$ cat config.mk
export PLATFORM = sky130hd
export DESIGN_NAME = clk_div_ctrl
export DESIGN_NICKNAME = d
export VERILOG_FILES = /design/src/rtl/clk_div_ctrl.sv
export SDC_FILE = /design/constraint.sdc
export NUM_CORES = 1
export LEC_CHECK = 0
export CORE_UTILIZATION = 40
export DETAILED_ROUTE_END_ITERATION = 7
export PLACE_DENSITY = 0.7
export RECOVER_POWER = 50
export SLEW_MARGIN = 15
export SYNTH_ARGS = -nofsm -noshare
export SYNTH_HDL_FRONTEND = slang
export SYNTH_SLANG_ARGS = --single-unit
$ cat constraint.sdc
create_clock -name CLK -period 3.97 [get_ports CLK]
set_input_delay 0.794 -clock CLK [delete_from_list [all_inputs] [get_ports CLK]]
set_output_delay 0.794 -clock CLK [all_outputs]
set_load 0.02 [all_outputs]
$ cat src/rtl/clk_div_ctrl.sv
// Programmable clock divider: TICK/DIV_OUT/CNT track a period of DIV_ACT CLK cycles.
// Latency: run starts on the EN edge; a new ratio applies on the next period boundary.
// Backpressure: CFG_READY drops while a ratio change waits for the period wrap.
//
// Ports:
//   CLK, RST_N        clock, asynchronous active-low reset
//   EN                level-sensitive run request
//   CFG_VALID/CFG_DIV divide-ratio request (legal 2..2^WIDTH-1), taken when CFG_READY=1
//   CFG_ERR           one-cycle pulse after an illegal ratio (0 or 1) was consumed
//   TICK              first cycle of each output period
//   DIV_OUT           divided square wave, high for floor(N/2) cycles of each period
//   BUSY              running (RUN) or finishing the last period (DRAIN)
//   CNT               position within the current period
module clk_div_ctrl #(
    parameter int WIDTH = 8
) (
    input  logic             CLK,
    input  logic             RST_N,
    input  logic             EN,
    input  logic             CFG_VALID,
    input  logic [WIDTH-1:0] CFG_DIV,
    output logic             CFG_READY,
    output logic             CFG_ERR,
    output logic             TICK,
    output logic             DIV_OUT,
    output logic             BUSY,
    output logic [WIDTH-1:0] CNT
);

    typedef enum logic [1:0] {
        IDLE  = 2'd0,
        RUN   = 2'd1,
        DRAIN = 2'd2
    } state_t;

    state_t           state, state_nxt;
    logic [WIDTH-1:0] cnt, cnt_nxt;
    logic [WIDTH-1:0] div_act, div_act_nxt;
    logic [WIDTH-1:0] pend_div, pend_div_nxt;
    logic             pend_vld, pend_vld_nxt;
    logic             cfg_err, cfg_err_nxt;

    logic running;
    logic wrap;
    logic accept;
    logic legal;

    assign running = (state != IDLE);
    // DIV_ACT is always >= 2, so DIV_ACT-1 never underflows.
    assign wrap    = running && (cnt == div_act - WIDTH'(1));
    assign accept  = CFG_VALID && !pend_vld;
    assign legal   = (CFG_DIV >= WIDTH'(2));

    // Next-state and datapath update.
    always_comb begin
        state_nxt    = state;
        cnt_nxt      = cnt;
        div_act_nxt  = div_act;
        pend_div_nxt = pend_div;
        pend_vld_nxt = pend_vld;
        cfg_err_nxt  = accept && !legal;

        case (state)
            IDLE: begin
                if (EN) begin
                    state_nxt = RUN;
                end
            end
            RUN: begin
                if (!EN) begin
                    state_nxt = wrap ? IDLE : DRAIN;
                end
            end
            DRAIN: begin
                if (EN) begin
                    state_nxt = RUN;
                end else if (wrap) begin
                    state_nxt = IDLE;
                end
            end
            default: begin
                state_nxt = IDLE;
            end
        endcase

        if (running) begin
            cnt_nxt = wrap ? '0 : cnt + WIDTH'(1);
        end else begin
            cnt_nxt = '0;
        end

        // A pending ratio exists only when nothing can be accepted, so the
        // apply and accept paths below never collide. A value accepted on a
        // wrap edge lands in pend_* and waits for the following wrap.
        if (wrap && pend_vld) begin
            div_act_nxt  = pend_div;
            pend_vld_nxt = 1'b0;
        end

        if (accept && legal) begin
            if (running) begin
                pend_div_nxt = CFG_DIV;
                pend_vld_nxt = 1'b1;
            end else begin
                div_act_nxt  = CFG_DIV;
            end
        end
    end

    // FSM state register.
    always_ff @(posedge CLK or negedge RST_N) begin
        if (!RST_N) begin
            state <= IDLE;
        end else begin
            state <= state_nxt;
        end
    end

    // Datapath registers.
    always_ff @(posedge CLK or negedge RST_N) begin
        if (!RST_N) begin
            cnt      <= '0;
            div_act  <= WIDTH'(2);
            pend_div <= '0;
            pend_vld <= 1'b0;
            cfg_err  <= 1'b0;
        end else begin
            cnt      <= cnt_nxt;
            div_act  <= div_act_nxt;
            pend_div <= pend_div_nxt;
            pend_vld <= pend_vld_nxt;
            cfg_err  <= cfg_err_nxt;
        end
    end

    // Outputs decode registered state only.
    assign CFG_READY = !pend_vld;
    assign CFG_ERR   = cfg_err;
    assign BUSY      = running;
    assign CNT       = cnt;
    assign TICK      = running && (cnt == '0);
    assign DIV_OUT   = running && (cnt < (div_act >> 1));

endmodule

==> impl_results.md <==
- R2R Path End: div_act[3]
- Max Cap Viol: 0
- Fmax: approximately 300 MHz
- Most common cell in the netlist: dfrtp_1
- RSZ-0062 raised after global routing: false
- EDFF count, synth: 0
- Clock root buffer: clkbuf_8
- Worst Min Path Start: pend_div[5]
- Lkg Pwr: between 0.9 and 1 nW
- Area growth, synth to finish: 21.5%
- Via Count: roughly 1200
- Ranking of synthesized cells by area: dfrtp_1, ha_1, mux2_2, a221o_1, xnor2_1
- I/O pin count: 25
- Sequential share of the synthesized area: between 40 and 50%
- Worst vdd ir: roughly 0.24 mV
- Clock Skews: roughly 0.0053 ns
- Async SR Flop Fraction: 100%
- Clk Latency, worst-skew pair: 0.27 ns
- Routed WL: 3130 um
- CP max FO: 7
- Critical path class: reg2out
- Largest net degree at the start of global routing: 29
- DRC viols: 0
- Fin nets: around 210
- Area fraction of the dominant cell type after synthesis: between 40% and 50%
- CP peak stage delay: roughly 0.60 ns
- Detailed Route Iter0 Violations: 78
- CTS buffer count: 3
- Diode count: 0
- FF+latch area: between 700 and 800 um^2
- Reg2reg setup slack: 1.50 ns
- Placed Cells: 230
- Die Y: between 60 and 70 um
- Fill cell count: 340
- Rows: 22
- Crit path top cell by count: a21o_1
- Worst reg2reg startpoint: div_act[1]
- Worst hold margin: ~0.52 ns
- WHS Endpoint: div_act[5]
- Initial antenna violation count: 0
- Final hold vios: 0
- CTS Sinks: 28
- WP data arrival: between 2 and 3 ns
- Startpoint Class: register
- Post-route minimum period: 3.31 ns
- Placement Setup Slack: approximately 0.97 ns
- Relative max-transition margin: 2.06%
- Initial Util: about 43%
- Final Instance Count excl. Fillers: around 230
- Worst-path cell chain: inv_1 > ha_1 > a21o_1 > a21o_1 > a21o_1 > a21oi_1 > o21a_1 > clkdlybuf4s50_1
- Core footprint: about 0.0038 mm^2
- Die W: ~66 um
- H-tree depth: 1
- Post-CTS Setup Bufs: 0
- First-pass GRT wire length: between 5000 and 6000 um
- Cells after Synth: between 150 and 200
- Top FF cell, synth: dfrtp_1
- Buffers added on ports: 24
- Final worst setup slack: 0.664 ns
- Crit path max-delay cell type: clkdlybuf4s50_1
- Total track usage: around 17%
- Reg2Reg Depth: 7
- Syn_nets: ~180
- Avg Synthesized Cell Area: between 10 and 15 um^2
- CTS tree: built
- Final worst-path cycle share: 83.3%
- Crit path required time: between 3 and 4 ns
- Synthesized flop and latch total: 28
- Vias/cell: 5.28
- Clock buffer depth: 2
- Die Area: roughly 0.0043 mm^2
- Hold Path Depth: 1
- Final setup violation count: 0
- CTS Hold Bufs: 0
- Antenna-violating nets left: 0
- Most instantiated cells after synthesis: dfrtp_1, nor2_1, inv_1
- Drt wl/cell: ~13 um
- Post-Syn Area: around 0.0016 mm^2
- Multi-input gate area: between 800 and 900 um^2
- Ratio of cells with drive above 1 in the final layout: under 10%
- Setup TNS: 0 ns
- P per Cell Area: 363 mW/mm^2
- Worst setup EP type: primary output
- Fin. max-slew vios: 0
- Synthesis Warnings: 0
- Vias in the first global route: 1244
- Worst-Margin Slew: about 1.5 ns
- DPL Wire Length: between 2000 and 2500 um
- Hold Path Class: reg2reg
- Post-CTS Resized: 0
- Post-synthesis cell type count: 38
- RD Place Congestion: ~0.8
- Yosys top cell by area: dfrtp_1
- Number of iterations in the first detailed-routing pass: 4
- GRT Residual Overflow: 0
- Clock-pin slew on the worst setup and hold paths: 0.10 ns
- Outcome: finished clean
==> per-layer routing <==
layer	vias to the layer above	global-route usage (%)	wire, um
met1	588	19.5	1310
met4	0	2.99	12
li1	613	-	-
met2	33	30.4	1640
met3	2	3.79	164
met5	-	0	0
==> metrics by stage <==
step | area, um^2 | util, % | total power, mW
global placement | 1920 | 50.5 | 0.500
CTS | 1990 | 52.4 | 0.731
detailed placement | 1920 | 50.5 | 0.505
global route | 1980 | 52.2 | 0.759
finish | 1980 | 52.2 | 0.719
floorplan | 1630 | - | 0.428
==> sequential cells by signal, summed over array words and instances (netlist names) <==
name	cells
CFG_ERR	1
CNT	8
div_act	8
pend_div	8
pend_vld	1
state	2
==> how the worst max path moves through the flow <==
stage	cells after the start	end	slack, ns	start
after global routing	8	DIV_OUT	0.50	div_act[2]
after global placement	8	DIV_OUT	1.00	div_act[2]
after floorplan	6	DIV_OUT	1.53	CNT[1]
after CTS	8	DIV_OUT	0.64	div_act[2]
after detailed placement	8	DIV_OUT	0.97	div_act[2]
final	8	DIV_OUT	0.66	div_act[2]
==> cell families after synthesis <==
kind of cell | synth area share, %
flip-flops | 43.0
multiplexers | 5.52
buffers and inverters | 4.22
AO/OA/AOI/OAI | 13.3
AND/OR/NAND/NOR | 17.4
XOR/XNOR | 9.66
adder cells (fa/ha/maj) | 6.90
==> cell type report <==
class,instances,share of cell area [%]
clock buffer,3,2.08
clock inverter,1,1.52
inverter,13,2.46
multi-input combinational,116,43.2
sequential,28,35.4
tap,48,3.03
timing repair buffer,25,12.3
==> cells in the final DEF (no fill, tap or decap), types with 2 or more instances in the layout <==
cell,synthesis,layout
mux2_2,8,8
xor2_1,9,9
nor2_1,17,17
nor3_1,4,4
dfrtp_1,27,27
nand2_1,8,8
a221o_1,8,8
a21oi_1,2,2
and3_1,4,4
clkbuf_8,0,3
nand3b_1,2,2
o21ai_1,2,2
xnor2_1,9,9
a21o_1,3,3
inv_1,13,13
ha_1,9,9
clkdlybuf4s50_1,0,18
and2_1,7,7
nor4_1,2,2
nand3_1,6,6
dlygate4sd3_1,0,6
==> critical path, delay by kind of cell, from the launching register on <==
kind / cells / cell delay, ns
compound gates: 5 / 0.79
flops: 1 / 0.48
fa+ha+maj: 1 / 0.28
buf+inv: 2 / 0.69
==> power breakdown <==
group / internal (mW) / switching (mW)
Clock: 0.135 / 0.0867
Sequential: 0.297 / 0.0277
Combinational: 0.0897 / 0.0830
No activity file was read; power rests on OpenSTA's default activity.
